**src/rtl/tagv_write_ctrl.sv**
```systemverilog
// tagv_write_ctrl: sequences refill, line-invalidate and IBAR sweep writes into the icache tag/valid array.
// Optional TAGV_RESET_SWEEP_EN: clear the whole array automatically after reset release.
module tagv_write_ctrl #(
  parameter int SET_NUM = 64,
  parameter int WAY_NUM = 4,
  parameter int INDEX_W = 6
) (
  input  logic                       clk,
  input  logic                       rstn,
  input  logic                       refill_valid,
  input  logic [$clog2(WAY_NUM)-1:0] refill_way,
  input  logic [31:0]                refill_addr,
  output logic                       refill_ready,
  input  logic                       inv_valid,
  input  logic [WAY_NUM-1:0]         inv_way_mask,
  input  logic [31:0]                inv_addr,
  output logic                       inv_ready,
  input  logic                       ibar_valid,
  output logic                       ibar_ready,
  output logic                       ibar_done,
  output logic [WAY_NUM-1:0]         tagv_we,
  output logic [31:0]                tagv_w_addr,
  output logic [31:0]                tagv_addr_rbuf,
  output logic                       tagv_clear,
  output logic                       ibar_clear,
  output logic [INDEX_W-1:0]         ibar_tagv_addr,
  output logic                       busy
);
  typedef enum logic [1:0] {IDLE, WR, SWEEP, DONE} state_t;
  state_t r_state, w_state_nxt;
  logic [WAY_NUM-1:0] r_we, w_we_nxt;
  logic [31:0] r_w_addr, w_w_addr_nxt, r_rbuf, w_rbuf_nxt;
  logic r_clear, w_clear_nxt, r_ibar_clear, w_ibar_clear_nxt, r_done, w_done_nxt, r_busy;
  logic [INDEX_W-1:0] r_cnt, w_cnt_nxt;
  logic r_init, w_idle;
`ifdef TAGV_RESET_SWEEP_EN
  // Marks the automatic post-reset sweep; blocks grants and suppresses ibar_done until it ends.
  always_ff @(posedge clk or negedge rstn)
    if (!rstn) r_init <= 1'b1;
    else if (r_state == DONE) r_init <= 1'b0;
`else
  assign r_init = 1'b0;
`endif
  // Grants are gated by rstn so every output reads 0 while reset is held.
  assign w_idle = (r_state == IDLE) && rstn && !r_init;
  assign refill_ready = w_idle && refill_valid;
  assign inv_ready = w_idle && inv_valid && !refill_valid;
  assign ibar_ready = w_idle && ibar_valid && !refill_valid && !inv_valid;
  always_comb begin
    w_state_nxt = r_state;
    w_we_nxt = '0;
    w_w_addr_nxt = r_w_addr;
    w_rbuf_nxt = r_rbuf;
    w_clear_nxt = 1'b0;
    w_ibar_clear_nxt = 1'b0;
    w_done_nxt = 1'b0;
    w_cnt_nxt = r_cnt;
    case (r_state)
      IDLE: begin
        if (r_init || ibar_ready) begin
          w_state_nxt = SWEEP;
          w_we_nxt = '1;
          w_clear_nxt = 1'b1;
          w_ibar_clear_nxt = 1'b1;
        end else if (refill_ready) begin
          w_state_nxt = WR;
          w_we_nxt = WAY_NUM'(1) << refill_way;
          w_w_addr_nxt = refill_addr;
        end else if (inv_ready) begin
          w_state_nxt = WR;
          w_we_nxt = inv_way_mask;
          w_rbuf_nxt = inv_addr;
          w_clear_nxt = 1'b1;
        end
      end
      WR: w_state_nxt = IDLE;
      SWEEP: begin
        if (r_cnt == INDEX_W'(SET_NUM - 1)) begin
          w_state_nxt = DONE;
          w_cnt_nxt = '0;
          w_done_nxt = !r_init;
        end else begin
          w_cnt_nxt = r_cnt + INDEX_W'(1);
          w_we_nxt = '1;
          w_clear_nxt = 1'b1;
          w_ibar_clear_nxt = 1'b1;
        end
      end
      default: w_state_nxt = IDLE;
    endcase
  end
  always_ff @(posedge clk or negedge rstn)
    if (!rstn) begin
      r_state <= IDLE;
      r_we <= '0;
      r_w_addr <= '0;
      r_rbuf <= '0;
      r_clear <= 1'b0;
      r_ibar_clear <= 1'b0;
      r_done <= 1'b0;
      r_cnt <= '0;
      r_busy <= 1'b0;
    end else begin
      r_state <= w_state_nxt;
      r_we <= w_we_nxt;
      r_w_addr <= w_w_addr_nxt;
      r_rbuf <= w_rbuf_nxt;
      r_clear <= w_clear_nxt;
      r_ibar_clear <= w_ibar_clear_nxt;
      r_done <= w_done_nxt;
      r_cnt <= w_cnt_nxt;
      r_busy <= w_state_nxt != IDLE;
    end
  assign tagv_we = r_we;
  assign tagv_w_addr = r_w_addr;
  assign tagv_addr_rbuf = r_rbuf;
  assign tagv_clear = r_clear;
  assign ibar_clear = r_ibar_clear;
  assign ibar_done = r_done;
  assign ibar_tagv_addr = r_cnt;
  assign busy = r_busy || (r_init && rstn);
endmodule

```
**config.mk**
```make
export PLATFORM = sky130hd
export DESIGN_NAME = tagv_write_ctrl
export DESIGN_NICKNAME = d
export VERILOG_FILES = /design/src/rtl/tagv_write_ctrl.sv
export SDC_FILE = /design/constraint.sdc
export NUM_CORES = 1
export LEC_CHECK = 0
export BUFFER_PORTS_ARGS = -buffer_cell sky130_fd_sc_hd__buf_2
export CAP_MARGIN = 20
export CORE_UTILIZATION = 49
export CTS_BUF_LIST = sky130_fd_sc_hd__clkbuf_16
export DETAILED_ROUTE_END_ITERATION = 12
export PLACE_DENSITY_LB_ADDON = 0.3
export SLEW_MARGIN = 20
export SYNTH_ARGS = -nofsm -noshare
export SYNTH_HDL_FRONTEND = slang
export SYNTH_SLANG_ARGS = --single-unit
```
**constraint.sdc**
```tcl
create_clock -name clk -period 2.9 [get_ports clk]
set_input_delay 0 -clock clk [delete_from_list [all_inputs] [get_ports clk]]
set_output_delay 0 -clock clk [all_outputs]
set_load 0.02 [all_outputs]
```
==> results.md, run 1 <==
- GP Congestion: 0.807
- Fraction of registers with async set or reset after synthesis: 100%
- GRT met3 Usage: under 10%
- Post-synth EDFFs: 0
- Post-Syn Area: 3210 µm²
- Peak supply drop: 0.000624 V
- Headroom to the max-slew limit: 35.3%
- Mapped Cells: 203
- Clock sink total: 80
- Clock share of power: between 20% and 30%
- CTS clk-pin slew, worst paths: ~0.060 ns
- Post-Route WL: 8320 µm
- Switching Power: 1.54 mW
- Area Growth Syn to Fin: 57.7%
- CP startpoint kind: flop
- Routed Antenna Nets: 0
- Total negative slack: 0 ns
- Final period util: 75.5%
- Tightest Pin Transition: 0.970 ns
- Max clock buf depth: 2
- Global-route wire length before repair: around 14000 µm
- CTS tree: yes
- DRT iter0 DRCs: 114
- DR pass1 iterations: 6
- Die width: 82.9 µm
- RSZ-0062 raised after global routing: no
- DRC Markers: 0
- GR Util met1: 29.1%
- Ys Warns: 0
- Synthesis-stage register bit count: 80
- Avg WL per Cell: 16.1 µm
- Hold slack: -0.0298 ns
- Global routing usage on met2: 45.5%
- Post-CTS Hold Fix Bufs: a little over 70
- Number of fill cells in the layout: 377
- Crit path max fanout: 12
- Worst-Skew Late Latency: 0.32 ns
- GRT busiest layer: met2
- Most frequent cells in the layout: buf_2 (154), dfrtp_1 (80), dlygate4sd3_1 (72)
- CP Cell Sequence: nor4bb_4, nand2_1, o2111ai_1, dlygate4sd3_1
- Worst min path class: in -> async
- Vias in the first global route: 2769
- Slowest stage cell, crit path: nor4bb_4
- Yosys cell types: 30
- RR Startpoint: r_state[0]
- Fin nets: 512
- Number of top-level pins: 156
- Failing checks: negative hold slack
- Starting Density: 50.5%
- Max Slew Vio Count: 0
- Final min period: 2.19 ns
- GRT Resource Usage Total: about a quarter
- Max-Cap Viols: 0
- Rows: 29
- R2R cell count: 4
- Die area: 6870 µm²
- Antenna violations before repair: 0
- Synth Flop Type: dfrtp_1
- Vias: about 2500
- Buffers on Ports: 155
- Crit path largest cell delay: 0.77 ns
- Power share of the combinational group: 37.5%
- CTS root buf: clkbuf_16
- Crit path launch: r_state[0]
- Layout Utilization: between 70% and 80%
- Syn Area/Cell: roughly 16 µm²
- Setup Skew: 0.00514 ns
- Layout cells sized above 1: 54.0%
- Commonest non-fill, non-tap cell in the layout: buf_2
- Int Pwr: 2.92 mW
- Register area share after synthesis: 62.4%
- Worst Path Class, Setup: reg -> reg
- Core ar.: 6350 µm²
- CTS buffer count: 9
- # diodes: 0
- Detail Placement HPWL: 4710 µm
- Die Y: 82.9 µm
- PwrDens: 882 nW/µm²
- Syn Nets: roughly 280
- Leak pwr: between 2 and 3 nW
- Fmax: between 0.4 and 0.5 GHz
- Via-to-Cell Ratio: 4.93
- # setup viols final: 0
- Status: finished with violations
- Required time worst endpoint: 3.15 ns
- Hold Vio Cnt, Final: 73
- Power share of the sequential group: between 30% and 40%
- Crit path DAT: approximately 2.4 ns
- CTS H-Tree Depth: 3
- Net Sw Frac: 34.6%
- Largest net degree at the start of global routing: ~80
- Post-CTS Resized: 0
- # Post-CTS Setup Buffers: 0
- Total congestion overflow: 0
- Critical Path Sink Type: flop
## final timing paths
| path | to | slack [ns] |
|---|---|---|
| max | tagv_we[2] | 0.71 |
| min | ibar_tagv_addr[3] | -0.03 |
| max reg2reg | tagv_we[2] | 0.71 |
| min reg2reg | tagv_w_addr[20] | 0.50 |
| max in group asynchronous | tagv_addr_rbuf[13] | 2.31 |
| min in group clk | busy | 0.03 |
## critical path: cells and delay by family, from the launching register on
kind | cells | cell delay [ns]
compound gates | 1 | 0.21
buf+inv | 1 | 0.58
flops | 1 | 0.46
simple gates | 2 | 0.88
## sequential cells by signal, summed over array words and instances, names as in the netlist
register / count
r_state: 2
ibar_clear: 1
ibar_tagv_addr: 6
busy: 1
tagv_w_addr: 32
ibar_done: 1
tagv_addr_rbuf: 32
tagv_clear: 1
tagv_we: 4
## metal layers
layer | share of wire [%] | vias up
met5 | 0 | -
met4 | 2.6 | 0
met3 | 5.8 | 23
li1 | - | 1193
met2 | 53 | 108
met1 | 39 | 1218
## Yosys cell counts, types with 2 or more instances
cell / instances / area [µm²]
dfrtp_1: 80 / 2000
mux2_2: 36 / 405
mux2_4: 28 / 420
nand3_1: 10 / 50.1
nand2_1: 9 / 33.8
o21ai_0: 5 / 25.0
buf_4: 3 / 22.5
buf_6: 3 / 33.8
inv_1: 3 / 11.3
nand4_1: 3 / 18.8
nand2b_1: 2 / 12.5
nor2_1: 2 / 7.51
nor2b_1: 2 / 12.5
## power by group through the flow
stage | registers [mW] | clock network (mW) | logic (mW)
floorplan | 2.21 | 0 | 0.517
global placement | 1.72 | 0 | 1.54
detailed placement | 1.73 | 0 | 1.57
CTS | 1.72 | 1.08 | 1.66
global route | 1.78 | 1.13 | 1.77
finish | 1.74 | 1.05 | 1.67
## cell families after synthesis
family / after synthesis / share of synthesized area (%)
buffers and inverters: 10 / 2.26
and+or+nand+nor: 36 / 6.59
DFF: 80 / 62.4
adders and majority gates: 1 / 0.390
muxes: 65 / 26.1
xor gates and xnor gates: 2 / 0.546
AOI/OAI and AO/OA: 9 / 1.72
## through the flow
stage	setup WS, ns	total power, mW	cells	instance area, µm²
CTS	0.733	4.46	516	5060
global placement	0.987	3.26	430	4060
detailed placement	0.944	3.31	430	4060
finish	0.711	4.46	516	5060
floorplan	1.35	2.73	203	3210
global route	0.563	4.68	516	5060
## cell type report
cell class	instances	area, µm²	area share (%)
Sequential cell	80	2000	39.6
Tap cell	77	96.3	1.90
Timing Repair Buffer	229	1530	30.2
Clock inverter	5	50.0	0.989
Inverter	3	11.3	0.223
Clock buffer	9	225	4.45
Multi-Input combinational cell	113	1150	22.7
No activity file was read; power rests on OpenSTA's default activity.
==> run 2, diff against run 1 <==
--- a/config.mk
+++ b/config.mk
@@ -7,7 +7,7 @@
 export LEC_CHECK = 0
 export BUFFER_PORTS_ARGS = -buffer_cell sky130_fd_sc_hd__buf_2
 export CAP_MARGIN = 20
-export CORE_UTILIZATION = 49
+export CORE_UTILIZATION = 41
 export CTS_BUF_LIST = sky130_fd_sc_hd__clkbuf_16
 export DETAILED_ROUTE_END_ITERATION = 12
 export PLACE_DENSITY_LB_ADDON = 0.3
==> constraint.sdc (replaced) <==
create_clock -name clk -period 1.9 [get_ports clk]
set_input_delay 0 -clock clk [delete_from_list [all_inputs] [get_ports clk]]
set_output_delay 0 -clock clk [all_outputs]
set_load 0.02 [all_outputs]
==> run 2 against run 1 <==
Compared with the run above: the flow now finishes without violations; count of clock-buffer cells in the layout did not move; total power rose by 62%; setup slack got worse by 0.49 ns; clock skew rose by 0.00087 ns; clock power rose by 95%; first-iteration DRC count fell by 47%; critical path type is now reg -> out.
==> results.md, run 2 (synthesis results as in run 1) <==
- Status: finished, final reports clean
- Fin nets: 516 (+0.78%)
- Fmax: 0.597 GHz
- Peak supply drop: 0.000692 V (+11%)
- Clock sink total: 80 (unchanged)
- Buffers on Ports: 155 (unchanged)
- RSZ-0062 raised after global routing: no
- Total congestion overflow: 0 (unchanged)
- DRT iter0 DRCs: 60 (-47%)
- Most frequent cells in the layout: buf_2 (154), dfrtp_1 (80), dlygate4sd3_1 (73)
- PwrDens: 1390 nW/µm² (+57%)
- CTS root buf: clkbuf_16
- Rows: 31 (+6.9%)
- Starting Density: 43.3% (-7.2 points)
- Max clock buf depth: 2 (unchanged)
- Int Pwr: 4.87 mW (+67%)
- CTS buffer count: 9 (unchanged)
- GRT met3 Usage: 4.12% (-3.4 points)
- Vias in the first global route: 2671 (-3.5%)
- Crit path DAT: 1.67 ns (-0.77 ns)
- Tightest Pin Transition: 0.946 ns (-0.0249 ns)
- Hold Vio Cnt, Final: 0 (-100%)
- Detail Placement HPWL: 4750 µm (+0.84%)
- Final min period: 1.67 ns
- Via-to-Cell Ratio: 4.61 (-6.5%)
- Final period util: 88.1%
- FF-to-FF setup slack: 0.28 ns (-0.43 ns)
- Commonest non-fill, non-tap cell in the layout: buf_2
- CTS tree: yes
- CTS clk-pin slew, worst paths: 0.06 ns (about the same)
- Crit path max fanout: 34 (+22)
- Clock share of power: 28.4% (+4.9 points)
- Worst min path class: in -> reg
- GRT Resource Usage Total: 20.5% (-5.3 points)
- # setup viols final: 0 (unchanged)
- Number of fill cells in the layout: 529 (+40%)
- Number of top-level pins: 156 (unchanged)
- CP startpoint kind: flop
- Required time worst endpoint: 1.90 ns (-1.25 ns)
- Hold slack: 0.0379 ns (+0.0677 ns)
- Setup Skew: 0.00600 ns (+0.000866 ns)
- Max-Cap Viols: 0 (unchanged)
- Total negative slack: 0 ns (unchanged)
- Area Growth Syn to Fin: 62.8%
- Die Y: 90.4 µm (+9.1%)
- Core ar.: 7410 µm² (+17%)
- Critical Path Sink Type: output port
- Die width: 90.4 µm (+9.1%)
- Max Slew Vio Count: 0 (unchanged)
- # diodes: 0 (unchanged)
- Post-Route WL: 7880 µm (-5.2%)
- Largest net degree at the start of global routing: 79 (-2.5%)
- Worst-Skew Late Latency: 0.33 ns (about the same)
- GP Congestion: 0.786 (-2.6%)
- DRC Markers: 0 (unchanged)
- DR pass1 iterations: 4 (-2)
- Avg WL per Cell: 14.5 µm (-10%)
- Power share of the sequential group: 36.5% (-2.5 points)
- Die area: 8180 µm² (+19%)
- GRT busiest layer: met2
- GR Util met1: 22.8% (-6.2 points)
- CTS H-Tree Depth: 3 (unchanged)
- Routed Antenna Nets: 0 (unchanged)
- Global routing usage on met2: 38.0% (-7.4 points)
- Global-route wire length before repair: 13000 µm (-4.6%)
- Layout cells sized above 1: 54.8% (+0.85 points)
- Power share of the combinational group: 35.1% (-2.4 points)
- Worst Path Class, Setup: reg -> out
- Net Sw Frac: 32.7% (-1.9 points)
- Antenna violations before repair: 0 (unchanged)
- Headroom to the max-slew limit: 37.0% (+1.7 points)
- Switching Power: 2.36 mW (+53%)
- Leak pwr: 2.66 nW (+2.0%)
- Vias: 2506 (-1.4%)
-- run 2: area by class of cell --
type / count / area, µm² / share of cell area, %
multi-input combinational: 113 / 1160 / 22.3
clock inverter: 7 / 135 / 2.59
sequential: 80 / 2000 / 38.4
timing repair buffer: 233 / 1560 / 29.9
clock buffer: 9 / 225 / 4.31
inverter: 3 / 11.3 / 0.216
tap: 99 / 124 / 2.37
-- run 2: worst paths after layout --
path | start | depth (start not counted) | end
min in group asynchronous | rstn | 3 | ibar_tagv_addr[2]
min | refill_valid | 3 | r_state[0]
max reg2reg | r_state[0] | 4 | tagv_we[0]
max in group asynchronous | rstn | 3 | tagv_w_addr[4]
max | r_state[1] | 5 | inv_ready
min reg2reg | tagv_w_addr[2] | 1 | tagv_w_addr[2]
-- run 2: power groups by stage --
stage | combinational [mW] | clock (mW) | sequential [mW]
after floorplan | 0.789 | 0 | 3.38
after global placement | 2.36 | 0 | 2.63
after detailed placement | 2.41 | 0 | 2.64
after CTS | 2.53 | 2.09 | 2.63
after global routing | 2.70 | 2.16 | 2.73
final | 2.54 | 2.05 | 2.64
-- run 2: critical path: stages (launching register included) --
cell and delay, ns:
dfrtp_1 0.46, nor3b_4 0.24, buf_4 0.16, nand2_8 0.20, inv_1 0.11, buf_2 0.17
-- run 2: through the flow --
step | utilization (%) | setup WS, ns | std cells | instance area, µm² | power [mW]
after floorplan | - | 0.346 | 203 | 3210 | 4.17
after global routing | 70.5 | 0.0894 | 544 | 5220 | 7.59
after global placement | 55.4 | 0.262 | 454 | 4110 | 4.99
after CTS | 70.1 | 0.0484 | 543 | 5200 | 7.25
final | 70.5 | 0.226 | 544 | 5220 | 7.23
after detailed placement | 55.4 | 0.214 | 454 | 4110 | 5.06
-- run 2: timing repair --
action                     CTS  global route
hold endpoints to repair    72             0
setup endpoints to repair    0             2
hold buffers                73             0
gates resized for setup      0             3
setup buffers                0             1
-- run 2: layer usage --
layer	up-vias	part of all wire [%]
met5	-	0
met4	0	1.6
met3	10	4.8
met2	85	54
met1	1209	39
li1	1202	-
==> run 3, diff against run 2 <==
--- a/config.mk
+++ b/config.mk
@@ -11,6 +11,7 @@
 export CTS_BUF_LIST = sky130_fd_sc_hd__clkbuf_16
 export DETAILED_ROUTE_END_ITERATION = 12
 export PLACE_DENSITY_LB_ADDON = 0.3
+export REMOVE_ABC_BUFFERS = 1
 export SLEW_MARGIN = 20
 export SYNTH_ARGS = -nofsm -noshare
 export SYNTH_HDL_FRONTEND = slang
==> run 3 against run 2 <==
Compared with the run above: register-to-register slack got worse by 0.07 ns; critical endpoint unchanged; largest cell class unchanged; final cell count fell by 0.74%; sequential cell count did not move; total power decreased by 4.6%; critical path type unchanged; core utilization down 1.3 points; maximum frequency decreased by 4.4%; sequential share of layout area grew 0.74 points; non-clock buffer count is 4 lower; worst hold slack worse by 0.015 ns.
==> results.md, run 3 (synthesis results as in run 1) <==
- Wl on met1: 3260 µm (+4.7%)
- Post-Route WL: 8040 µm (+2.1%)
- Required time worst endpoint: 1.90 ns (about the same)
- Power share of the combinational group: 36.4% (+1.3 points)
- Fin nets: 512 (-0.78%)
- Worst min path class: in -> reg
- Vias: 2527 (+0.84%)
- Die area: 8180 µm² (unchanged)
- Number of fill cells in the layout: 521 (-1.5%)
- Max Slew Vio Count: 0 (unchanged)
- GRT Resource Usage Total: 20.6% (+0.11 points)
- Slowest stage cell, crit path: dfrtp_1
- CP Cell Sequence: nor3b_4, nand2_4, inv_1, buf_2
- Switching Power: 2.42 mW (+2.3%)
- Peak supply drop: 0.000825 V (+19%)
- Die width: 90.4 µm (unchanged)
- Total negative slack: 0 ns (unchanged)
- Vias in the first global route: 2669 (-0.075%)
- # diodes: 0 (unchanged)
- Crit path largest cell delay: 0.46 ns (about the same)
- Antenna violations before repair: 0 (unchanged)
- Worst-Skew Late Latency: 0.33 ns (about the same)
- Layout cells sized above 1: 55.1% (+0.27 points)
- CTS tree: yes
- Design Power: 6.90 mW (-4.6%)
- Final period util: 92.1% (+4.0 points)
- # setup viols final: 0 (unchanged)
- Rows: 31 (unchanged)
- Power share of the sequential group: 38.4% (+1.9 points)
- Hold Vio Cnt, Final: 0 (unchanged)
- Worst Path Class, Setup: reg -> out
- Core ar.: 7410 µm² (unchanged)
- Net Sw Frac: 35.1% (+2.4 points)
- Crit path max fanout: 34 (unchanged)
- Global-route wire length before repair: 13000 µm (+0.11%)
- Commonest non-fill, non-tap cell in the layout: buf_2
- Fmax: 0.571 GHz (-4.4%)
- Register area: 2000 µm² (unchanged)
- Headroom to the max-slew limit: 47.4% (+10 points)
- Max Used Layer: met4
- RSZ-0062 raised after global routing: no
- Met3 WL: 395 µm (+3.9%)
- Final min period: 1.75 ns (+0.0763 ns)
- CP startpoint kind: flop
- Die Y: 90.4 µm (unchanged)
- Via-to-Cell Ratio: 4.68 (+1.6%)
- Detail Placement HPWL: 4720 µm (-0.55%)
- DRT iter0 DRCs: 91 (+52%)
- DR pass1 iterations: 4 (unchanged)
- GP Congestion: 0.760 (-3.4%)
- Most frequent cells in the layout: buf_2 (154), dfrtp_1 (80), dlygate4sd3_1 (71)
- Met2 routed WL: 4090 µm (-4.1%)
- Clock share of power: 25.2% (-3.2 points)
- Status: finished, final reports clean
- CTS clk-pin slew, worst paths: 0.06 ns (about the same)
- Routed Antenna Nets: 0 (unchanged)
- Clock sink total: 80 (unchanged)
- DRC Markers: 0 (unchanged)
- Tightest Pin Transition: 0.790 ns (-0.156 ns)
- Setup Skew: 0.00580 ns (-0.000204 ns)
- Avg WL per Cell: 14.9 µm (+2.8%)
- Number of top-level pins: 156 (unchanged)
- CTS H-Tree Depth: 3 (unchanged)
- Largest net degree at the start of global routing: 64 (-19%)
- Area Growth Syn to Fin: 59.7%
- Buffers on Ports: 155 (unchanged)
- CTS root buf: clkbuf_16
- Max-Cap Viols: 0 (unchanged)
- Crit path DAT: 1.75 ns (+0.08 ns)
- Int Pwr: 4.48 mW (-8.0%)
- PwrDens: 1350 nW/µm² (-2.8%)
- Max clock buf depth: 2 (unchanged)
- Starting Density: 43.3% (unchanged)
- Multi-input combinational cell area: 1150 µm² (-0.97%)
- Total congestion overflow: 0 (unchanged)
- Leak pwr: 2.61 nW (-1.8%)
- CTS buffer count: 9 (unchanged)
- Critical Path Sink Type: output port
run 3: cell count changes in the layout (fill, tap and decap cells not counted), moves of 2 or more:
| cell | delta |
|---|---|
| buf_4 | -3 |
| clkinvlp_4 | +2 |
| inv_6 | +2 |
| dlygate4sd3_1 | -2 |
| bufinv_16 | -3 |
run 3: metrics by stage:
step	hold WS (ns)	utilization (%)	cells	cell area (µm²)	setup WS, ns
after global routing	0.0467	69.1	540	5120	0.0430
after global placement	-0.0979	55.3	453	4100	0.264
after detailed placement	-0.100	55.3	453	4100	0.224
final	0.0231	69.1	540	5120	0.149
after floorplan	-0.296	-	196	3150	-3.16
after CTS	0.00274	69.0	540	5110	0.0468
run 3: worst paths after layout:
kind	startpoint	to	slack, ns	cells after the start
worst max-delay path	r_state[0]	inv_ready	0.15	4
max in group asynchronous	rstn	tagv_w_addr[9]	0.80	3
worst min register to register	tagv_w_addr[3]	tagv_w_addr[3]	0.50	1
worst min-delay path	inv_valid	busy	0.02	3
worst max register to register	r_state[0]	tagv_w_addr[26]	0.21	3
min in group asynchronous	rstn	r_state[0]	0.08	2
run 3: repair_timing:
action                     4_1_cts  5_1_grt
buffers inserted                 0        0
hold endpoints to repair        85        0
hold buffers                    71        0
gates resized for setup          0        2
setup endpoints to repair        0        3
run 3: power by group through the flow:
stage	Clock, mW	Sequential, mW	Combinational (mW)
2_1_floorplan	0	3.38	0.781
3_5_place_dp	0	2.65	2.40
6_report	1.74	2.65	2.51
5_1_grt	1.85	2.72	2.66
3_3_place_gp	0	2.64	2.36
4_1_cts	1.78	2.64	2.51
run 3: layer usage:
layer / track usage (%) / vias to the layer above
li1: - / 1189
met1: 24.2 / 1212
met2: 35.0 / 103
met3: 4.55 / 23
met4: 11.3 / 0
met5: 0 / -
run 3: area by class of cell:
type | instances | share of cell area, %
Clock inverter | 7 | 1.54
Tap cell | 99 | 2.42
Timing Repair Buffer | 229 | 29.8
Multi-Input combinational cell | 113 | 22.5
Inverter | 3 | 0.220
Clock buffer | 9 | 4.40
Sequential cell | 80 | 39.1
run 3: worst max-delay path, delay by kind of cell (launching register included):
family	cells	cell delay, ns
buffers and inverters	2	0.33
and+or+nand+nor	2	0.64
DFF	1	0.46
